===== src/rtl/nes_vid_pkg.sv =====
// rtl/nes_vid_pkg.sv - shared constants, FSM state type and FIFO entry layout for nes_vid2axis
package nes_vid_pkg;

  // Pixel width: {R,4'b0,G,4'b0,B,4'b0}
  localparam int PIX_W = 36;

  // Frame capture states
  typedef enum logic [1:0] {
    SEARCH,
    ARMED,
    ACTIVE
  } vid_state_e;

  // FIFO entry is {tuser, tlast, tdata}
  localparam int TLAST_BIT = PIX_W;
  localparam int TUSER_BIT = PIX_W + 1;
  localparam int ENTRY_W   = PIX_W + 2;

endpackage


===== src/rtl/nes_sfifo.sv =====
// rtl/nes_sfifo.sv - generic single-clock first-word-fall-through FIFO
module nes_sfifo #(
  parameter int WIDTH = 8,
  parameter int DEPTH = 16
) (
  input  logic                     clk,
  input  logic                     rst_n,
  input  logic                     wr_en,
  input  logic [WIDTH-1:0]         wr_data,
  input  logic                     rd_en,
  output logic [WIDTH-1:0]         rd_data,
  output logic                     full,
  output logic                     empty,
  output logic [$clog2(DEPTH):0]   count
);

  localparam int AW = $clog2(DEPTH);
  localparam logic [AW:0] FULL_CNT = (AW+1)'(DEPTH);

  logic [WIDTH-1:0] mem [DEPTH];
  logic [AW-1:0]    wr_ptr;
  logic [AW-1:0]    rd_ptr;
  logic             push;
  logic             pop;

  assign full  = (count == FULL_CNT);
  assign empty = (count == '0);
  assign push  = wr_en && !full;
  assign pop   = rd_en && !empty;

  // Head entry falls through; zero when empty so outputs are clean after reset
  assign rd_data = empty ? '0 : mem[rd_ptr];

  // Storage array, written only when there is room
  always_ff @(posedge clk) begin
    if (push) begin
      mem[wr_ptr] <= wr_data;
    end
  end

  // Pointers wrap naturally at the power-of-two depth; count tracks occupancy
  always_ff @(posedge clk or negedge rst_n) begin
    if (!rst_n) begin
      wr_ptr <= '0;
      rd_ptr <= '0;
      count  <= '0;
    end else begin
      if (push) wr_ptr <= wr_ptr + 1'b1;
      if (pop)  rd_ptr <= rd_ptr + 1'b1;
      case ({push, pop})
        2'b10:   count <= count + 1'b1;
        2'b01:   count <= count - 1'b1;
        default: count <= count;
      endcase
    end
  end

endmodule


===== src/rtl/nes_vid2axis.sv =====
// rtl/nes_vid2axis.sv - raster to AXI4-Stream video bridge; optional line check under NES_VID2AXIS_LINECHK_EN
module nes_vid2axis
  import nes_vid_pkg::*;
#(
  parameter int H_ACTIVE   = 1920,
  parameter int FIFO_DEPTH = 16,
  parameter int DW         = PIX_W
) (
  input  logic          clk_pixel,
  input  logic          rst_pixel_n,
  input  logic          de,
  input  logic          hsync,
  input  logic          vsync,
  input  logic [DW-1:0] video,
  output logic [DW-1:0] m_axis_tdata,
  output logic          m_axis_tvalid,
  input  logic          m_axis_tready,
  output logic          m_axis_tuser,
  output logic          m_axis_tlast,
  output logic          locked,
  output logic          overflow,
  input  logic          clr_err,
  output logic          line_err
);

  localparam logic [11:0] H_LAST = 12'(H_ACTIVE - 1);

  logic          s_de;
  logic          s_de_d;
  logic          s_vsync;
  logic          s_vsync_d;
  logic [DW-1:0] s_video;

  vid_state_e    state;
  vid_state_e    state_nxt;
  logic          sof;

  logic          vs_rise;
  logic          tlast_nxt;
  logic          wr_req;
  logic          wr_ok;
  logic          ovf_evt;

  logic [DW+1:0] wr_data;
  logic [DW+1:0] rd_data;
  logic          fifo_full;
  logic          fifo_empty;
  logic [$clog2(FIFO_DEPTH):0] fifo_count;

  // Input staging register; one cycle of lookahead on de gives tlast
  always_ff @(posedge clk_pixel or negedge rst_pixel_n) begin
    if (!rst_pixel_n) begin
      s_de      <= 1'b0;
      s_de_d    <= 1'b0;
      s_vsync   <= 1'b0;
      s_vsync_d <= 1'b0;
      s_video   <= '0;
    end else begin
      s_de      <= de;
      s_de_d    <= s_de;
      s_vsync   <= vsync;
      s_vsync_d <= s_vsync;
      s_video   <= video;
    end
  end

  assign vs_rise   = s_vsync && !s_vsync_d;
  assign tlast_nxt = s_de && !de;
  assign wr_req    = s_de && (state != SEARCH);
  // Full is judged on the registered count, so a same-cycle pop cannot save the write
  assign ovf_evt   = wr_req && fifo_full;
  assign wr_ok     = wr_req && !fifo_full;
  assign locked    = (state != SEARCH);

  always_comb begin
    wr_data            = '0;
    wr_data[DW-1:0]    = s_video;
    wr_data[TLAST_BIT] = tlast_nxt;
    wr_data[TUSER_BIT] = sof;
  end

  // FSM state register
  always_ff @(posedge clk_pixel or negedge rst_pixel_n) begin
    if (!rst_pixel_n) state <= SEARCH;
    else              state <= state_nxt;
  end

  // Next state: vsync arms capture, first pixel starts it, overflow abandons the frame
  always_comb begin
    state_nxt = state;
    case (state)
      SEARCH:  if (vs_rise) state_nxt = ARMED;
      ARMED:   if (!vs_rise && wr_ok) state_nxt = ACTIVE;
      ACTIVE:  if (vs_rise) state_nxt = ARMED;
      default: state_nxt = SEARCH;
    endcase
    if (ovf_evt) state_nxt = SEARCH;
  end

  // Start-of-frame marker: raised when arming, consumed by the first written pixel
  always_ff @(posedge clk_pixel or negedge rst_pixel_n) begin
    if (!rst_pixel_n)             sof <= 1'b0;
    else if (vs_rise && !ovf_evt) sof <= 1'b1;
    else if (wr_ok)               sof <= 1'b0;
  end

  // Sticky overflow flag; clear wins over a coincident set
  always_ff @(posedge clk_pixel or negedge rst_pixel_n) begin
    if (!rst_pixel_n) overflow <= 1'b0;
    else if (clr_err) overflow <= 1'b0;
    else if (ovf_evt) overflow <= 1'b1;
  end

  nes_sfifo #(
    .WIDTH (DW + 2),
    .DEPTH (FIFO_DEPTH)
  ) u_fifo (
    .clk     (clk_pixel),
    .rst_n   (rst_pixel_n),
    .wr_en   (wr_ok),
    .wr_data (wr_data),
    .rd_en   (m_axis_tready),
    .rd_data (rd_data),
    .full    (fifo_full),
    .empty   (fifo_empty),
    .count   (fifo_count)
  );

  assign m_axis_tvalid = !fifo_empty;
  assign m_axis_tdata  = rd_data[DW-1:0];
  assign m_axis_tlast  = rd_data[TLAST_BIT];
  assign m_axis_tuser  = rd_data[TUSER_BIT];

`ifdef NES_VID2AXIS_LINECHK_EN
  logic [11:0] pix_cnt;
  logic        s_hsync;
  logic        s_hsync_d;
  logic        hs_rise;

  assign hs_rise = s_hsync && !s_hsync_d;

  // Stage hsync alongside the pixel so its edge lines up with the staged data
  always_ff @(posedge clk_pixel or negedge rst_pixel_n) begin
    if (!rst_pixel_n) begin
      s_hsync   <= 1'b0;
      s_hsync_d <= 1'b0;
    end else begin
      s_hsync   <= hsync;
      s_hsync_d <= s_hsync;
    end
  end

  // Count written pixels per line and flag a line whose length is not H_ACTIVE
  always_ff @(posedge clk_pixel or negedge rst_pixel_n) begin
    if (!rst_pixel_n) begin
      pix_cnt  <= '0;
      line_err <= 1'b0;
    end else begin
      if (wr_ok && tlast_nxt) pix_cnt <= '0;
      else if (hs_rise)       pix_cnt <= '0;
      else if (wr_ok)         pix_cnt <= pix_cnt + 1'b1;

      if (clr_err)                                     line_err <= 1'b0;
      else if (wr_ok && tlast_nxt && pix_cnt != H_LAST) line_err <= 1'b1;
    end
  end

  logic unused_sigs;
  assign unused_sigs = ^{s_de_d, fifo_count};
`else
  assign line_err = 1'b0;

  logic unused_sigs;
  assign unused_sigs = ^{s_de_d, fifo_count, hsync, H_LAST};
`endif

endmodule

===== config.mk =====
export PLATFORM = sky130hd
export DESIGN_NAME = nes_vid2axis
export DESIGN_NICKNAME = d
export VERILOG_FILES = /design/src/rtl/nes_vid_pkg.sv /design/src/rtl/nes_sfifo.sv /design/src/rtl/nes_vid2axis.sv
export SDC_FILE = /design/constraint.sdc
export NUM_CORES = 1
export LEC_CHECK = 0
export CELL_PAD_IN_SITES_DETAIL_PLACEMENT = 0
export CELL_PAD_IN_SITES_GLOBAL_PLACEMENT = 2
export CORE_MARGIN = 5
export CORE_UTILIZATION = 44
export DETAILED_ROUTE_END_ITERATION = 10
export PLACE_DENSITY = 0.73
export SLEW_MARGIN = 20
export SYNTH_ARGS = -nofsm -noshare
export SYNTH_HDL_FRONTEND = slang
export SYNTH_HIERARCHICAL = 1
export SYNTH_SLANG_ARGS = --single-unit

===== constraint.sdc =====
create_clock -name clk_pixel -period 4.68 [get_ports clk_pixel]
set_clock_uncertainty 0.05 [all_clocks]
set_input_delay 0.702 -clock clk_pixel [delete_from_list [all_inputs] [get_ports clk_pixel]]
set_output_delay 0.702 -clock clk_pixel [all_outputs]
set_load 0.02 [all_outputs]

# After elaboration in Yosys (flattened, before gate mapping)
# Memory sizes are Yosys's and may differ from the RTL's.
# Index checks and enable logic that the tools add are counted.
dict set report word_totals {
  regBits 56
  ramBits 608
  input_bits 43
  out_inout_bits 42
  word_cells 57
  n_memories 1
}
dict set report classes {
  n_addsub 4
  n_eq_ne 7
  mux 12
  reduce_logical 23
}
# name depth width rd rd_ports_with_merged_regs wr line_no
set memory_table {}
lappend memory_table {u_fifo.mem 16 38 1 0 1 nes_sfifo.sv:20} ;# logic [WIDTH-1:0] mem [DEPTH];
# op count
set ops {}
lappend ops {{$mux W38} 1}
lappend ops {{$pmux W5 S2} 1}
lappend ops {{$logic_and A1 B1 Y1} 9}
lappend ops {{$add A4 B1 Y4 const B} 2}
lappend ops {{$reduce_bool A2 Y1} 4}
lappend ops {{$logic_not A1 Y1} 6}
lappend ops {{$mux W1} 6}
lappend ops {{$mux W2} 3}
lappend ops {{$add A5 B1 Y5 const B} 1}
lappend ops {{$eq A5 B5 Y1 const B} 1}
lappend ops {{$logic_not A5 Y1} 1}
lappend ops {{$sub A5 B1 Y5 const B} 1}
lappend ops {{$eq A2 B1 Y1 const B} 2}
lappend ops {{$eq A2 B2 Y1 const B} 2}
lappend ops {{$pmux W2 S2} 1}
lappend ops {{$ne A3 B1 Y1 const B} 1}
lappend ops {{$ne A3 B3 Y1 const B} 1}
lappend ops {{$logic_not A2 Y1} 1}
lappend ops {{$reduce_and A2 Y1} 1}
lappend ops {{$reduce_or A2 Y1} 1}

# Depth between registers and ports, before layout
dict set report logic_depth {
  ltp_word 7
  ltp_mapped 14
}

# Hierarchy
# Netlist, hierarchy kept.
# mod n_inst cells_each area_per_inst_um2
set by_module_without_submodules {}
lappend by_module_without_submodules {nes_sfifo 1 1076 24083.1}
lappend by_module_without_submodules {nes_vid2axis 1 64 1203.7}

# Worst setup path before layout
# Ideal clock, no wire load.
dict set report synth_path {
  path_kind {flip-flop to flip-flop}
  startpoint {register u_fifo.count[2]}
  endpoint {memory u_fifo/mem[3][0] (netlist bit), enable pin}
  setup_ns 0.480
  arrival_time_ns 4.067
  t_required_ns 4.150
  slack_ns 0.083
  path_stages_with_launch 8
  path_buffers 1
  cell_sequence {dfrtp_1 clkbuf_1 nor4_2 and2_1 nor2_1 a21boi_2 nand2_1 nor3_1}
}
dict set report synth_via {
  elab_chain_cells 6
}
# element line_no
set synth_rtl {}
lappend synth_rtl {{start: declaration} nes_sfifo.sv:14} ;# output logic [$clog2(DEPTH):0] count
lappend synth_rtl {{start signal: assignment} nes_sfifo.sv:51} ;# 2'b10: count <= count + 1'b1;
lappend synth_rtl {{start signal: assignment} nes_sfifo.sv:52} ;# 2'b01: count <= count - 1'b1;
lappend synth_rtl {{start signal: assignment} nes_sfifo.sv:53} ;# default: count <= count;
lappend synth_rtl {{$eq A5 B5 Y1} nes_sfifo.sv:26} ;# assign full = (count == FULL_CNT);
lappend synth_rtl {{via fifo_full} nes_vid2axis.sv:46} ;# logic fifo_full;
lappend synth_rtl {{$logic_not A1 Y1} nes_vid2axis.sv:72} ;# assign wr_ok = wr_req && !fifo_full;
lappend synth_rtl {{$logic_and A1 B1 Y1} nes_vid2axis.sv:72}
lappend synth_rtl {{via wr_ok} nes_vid2axis.sv:41} ;# logic wr_ok;
lappend synth_rtl {{$logic_and A1 B1 Y1} nes_sfifo.sv:28} ;# assign push = wr_en && !full;
lappend synth_rtl {{$mux W1} nes_sfifo.sv:36} ;# if (push) begin
lappend synth_rtl {{$mux W1 (implied by the code)} nes_sfifo.sv:37} ;# mem[wr_ptr] <= wr_data;
lappend synth_rtl {{end: declaration} nes_sfifo.sv:20}
# The timed path passes the listed nets, and every way through them passes these cells.

# Final worst setup path
dict set report layout_path {
  startpoint {register u_fifo.rd_ptr[1]}
  endpoint {output m_axis_tdata[23]}
}
dict set report layout_via {
  elab_chain_cells 2
}
# element line_no
set layout_rtl {}
lappend layout_rtl {{start: declaration} nes_sfifo.sv:22} ;# logic [AW-1:0] rd_ptr;
lappend layout_rtl {{start signal: assignment} nes_sfifo.sv:49} ;# if (pop) rd_ptr <= rd_ptr + 1'b1;
lappend layout_rtl {{$mem_v2 Z16 W38} --}
lappend layout_rtl {{$mux W38} nes_sfifo.sv:32} ;# assign rd_data = empty ? '0 : mem[rd_ptr];
lappend layout_rtl {{end: declaration} nes_vid2axis.sv:15} ;# output logic [DW-1:0] m_axis_tdata,
# No other way between the ends.

==> impl_metrics.json <==
{
  "setup_viol": 0,
  "switching_share_pct": 29.1,
  "clkLatencyLatePin_ns": 0.61,
  "cts_buffers": 70,
  "ys_seq_area_share_pct": 77.7,
  "ys.flop_type": "edfxtp_1",
  "seq_power_share_pct": 42.5,
  "drt-initial-drc-count": 752,
  "num_vias": 11600,
  "status": "finished clean",
  "finalHoldViolCount": 0,
  "crit_path_start_kind": "flip-flop",
  "avgRoutedWirePerCell_um": 25.3,
  "start_util_pct": 44.6,
  "cts_root_buf": "clkbuf_16",
  "detailed_place_hpwl_mm": 28.7,
  "critical_path_class": "flip-flop to primary output",
  "cpPeakStageDelay_ns": 0.90,
  "cp_num_buf_inv": 2,
  "synth-edff-count": 608,
  "cp.required_ns": 3.93,
  "cap_violations": 0,
  "fmax_ghz": 0.228,
  "antenna_found_initial": 1,
  "yosysUniqueCellTypes": 48,
  "gp_congestion": 0.700,
  "yosysWarnings": 6,
  "crit_chain": "buf_4 > mux4_2 > mux2_2 > o21ai_1 > a21oi_1 > clkdlybuf4s50_1",
  "mostFrequentLayoutCell": "edfxtp_1",
  "cts_resized": 0,
  "cts.sinks": 664,
  "p_switching_uw": 5080,
  "drc_errors": 0,
  "hold_ws_ns": 0.0683,
  "core_um2": 56700,
  "tightestPinTransition_ns": 0.977,
  "syn_area_um2": 25300,
  "placementRows": 87,
  "grt_overflow": 0,
  "post-cts-setup-buffers": 0,
  "muxShareOfSynthArea_pct": 16.8,
  "cp.arrival_ns": 3.63,
  "synth_compound_area_share_pct": 2.12,
  "die_h_um": 250,
  "timing.final.crit_share_pct": 93.7,
  "clock_power_share_pct": 29.4,
  "cts_tree": "yes",
  "routed_wirelength_mm": 52.7,
  "combPwrFrac_pct": 28.0,
  "syn2layout_area_growth_pct": 16.8,
  "finalCriticalPeriod_ns": 4.38,
  "p_leak_uw": 0.00951,
  "nets": 1325,
  "antennaDiodeCount": 0,
  "synth-xor-area-share_pct": 0.346,
  "die_w_um": 250,
  "synth-simple-area-share_pct": 1.16,
  "grt_pass1_wl_mm": 80.3,
  "grt_pass1_vias": 12600,
  "p_per_area_nw_per_um2": 590,
  "ir_drop_mv": 0.299,
  "htree_levels": 3,
  "critPathTopFamily": "buffers and inverters",
  "async_flop_share_pct": 8.43,
  "yosys.area_share.adder_pct": 0.445,
  "final_util_pct": 52.1,
  "syn_area_per_cell_um2": 22.2,
  "layout_common_cells": "edfxtp_1, mux4_2, clkdlybuf4s50_1, clkbuf_16, dfrtp_1",
  "die-area_um2": 62400,
  "numPortBuffers": 82,
  "total_power_uw": 17400,
  "io_pins": 85,
  "cts_buffer_depth": 3,
  "drtPass1Iterations": 5,
  "clk_pin_slew_ns": 0.06,
  "viasPerCell": 5.57,
  "internal_power_uw": 12400,
  "slew_viol_final": 0,
  "cp-end-kind": "primary output",
  "ctsHoldBuffers": 0,
  "finalSetupTns_ns": 0,
  "layout-drive-gt1-share_pct": 25.9,
  "grt_max_degree": 62,
  "synth_top_family_by_area": "multiplexers",
  "path_max_fanout": 37,
  "ys_ff_latch": 664,
  "rsz0062_at_grt": "no",
  "synth_fp_nets": 1192,
  "syn_inst": 1140,
  "postRouteAntennaNets": 0,
  "hp-class": "input port to asynchronous set/reset pin",
  "timing.slew.headroom_pct": 34.9,
  "slowest_stage": "dfrtp_4",
  "track_usage_pct": 17.1
}
path summary, 6_finish.rpt:
| kind | slack [ns] | cells after the start | from | to |
|---|---|---|---|---|
| max | 0.30 | 6 | u_fifo/rd_ptr[1]$_DFFE_PN0P_ | m_axis_tdata[23] |
| min | 0.07 | 1 | rst_pixel_n | s_video[6]$_DFF_PN0_ |
| max reg2reg | 1.19 | 10 | u_fifo/count[1]$_DFFE_PN0P_ | u_fifo/count[4]$_DFFE_PN0P_ |
| min reg2reg | 0.34 | 0 | s_vsync$_DFF_PN0_ | s_vsync_d$_DFF_PN0_ |
| max in group asynchronous | 3.64 | 2 | rst_pixel_n | u_fifo/rd_ptr[3]$_DFFE_PN0P_ |
| min in group clk_pixel | 0.34 | 0 | s_vsync$_DFF_PN0_ | s_vsync_d$_DFF_PN0_ |
layout make-up:
| cell class | instances | area, um2 |
|---|---|---|
| clock buffers | 99 | 1940 |
| clock inverters | 25 | 198 |
| inverters | 9 | 33.8 |
| well taps | 756 | 946 |
| multi-input cells | 407 | 5400 |
| flip-flops and latches | 664 | 19700 |
| repair buffers | 121 | 1350 |
| fillers | 4374 | 27200 |
per-stage QoR:
step                      worst slack (ns)  cell area, um2  cells
after floorplan                     0.0831           25300   1140
after global placement               0.852           27400   1957
after detailed placement             0.880           27400   1957
after CTS                            0.222           29500   2081
after global routing                0.0582           29500   2081
final                                0.296           29500   2081
metal layers:
metal | global-route usage [%] | vias to the layer above | routed length, um
met5 | 0 | - | 0
met2 | 28.8 | 255 | 26700
met3 | 3.39 | 76 | 2360
li1 | - | 4996 | -
met1 | 23.5 | 6256 | 22600
met4 | 3.95 | 0 | 1070
synthesized netlist by cell type, types with 9 or more instances:
master | n | area, um2
a21oi_1 | 43 | 215
buf_2 | 14 | 70.1
clkbuf_1 | 29 | 109
dfrtp_1 | 56 | 1400
edfxtp_1 | 608 | 18300
ha_1 | 9 | 113
inv_1 | 9 | 33.8
mux2_2 | 39 | 439
mux2i_1 | 42 | 420
mux4_2 | 150 | 3380
nand2_1 | 12 | 45.0
nor2_1 | 15 | 56.3
o21ai_1 | 38 | 190
sequential cells by signal (all words and copies together), names as in the netlist:
signal         flops
u_fifo/mem       608
u_fifo/count       5
s_video           36
overflow           1
u_fifo/wr_ptr      4
s_vsync            1
state              2
sof                1
s_vsync_d          1
s_de               1
u_fifo/rd_ptr      4
kinds of logic after synthesis:
logic type                 count (synthesis)
and+or+nand+nor                           57
DFF                                      664
xor gates and xnor gates                  10
muxes                                    232
AOI/OAI and AO/OA                         98
adders and majority gates                  9
buffers and inverters                     69
other                                      1
power groups by stage:
stage,combinational [uW],clock (uW),sequential [uW]
4_1_cts,5020,5280,7430
3_3_place_gp,4990,0,7530
6_report,4890,5130,7410
3_5_place_dp,5000,0,7550
5_1_grt,5280,5530,7480
2_1_floorplan,3680,0,7040
Power figures use the tool's default switching activity.
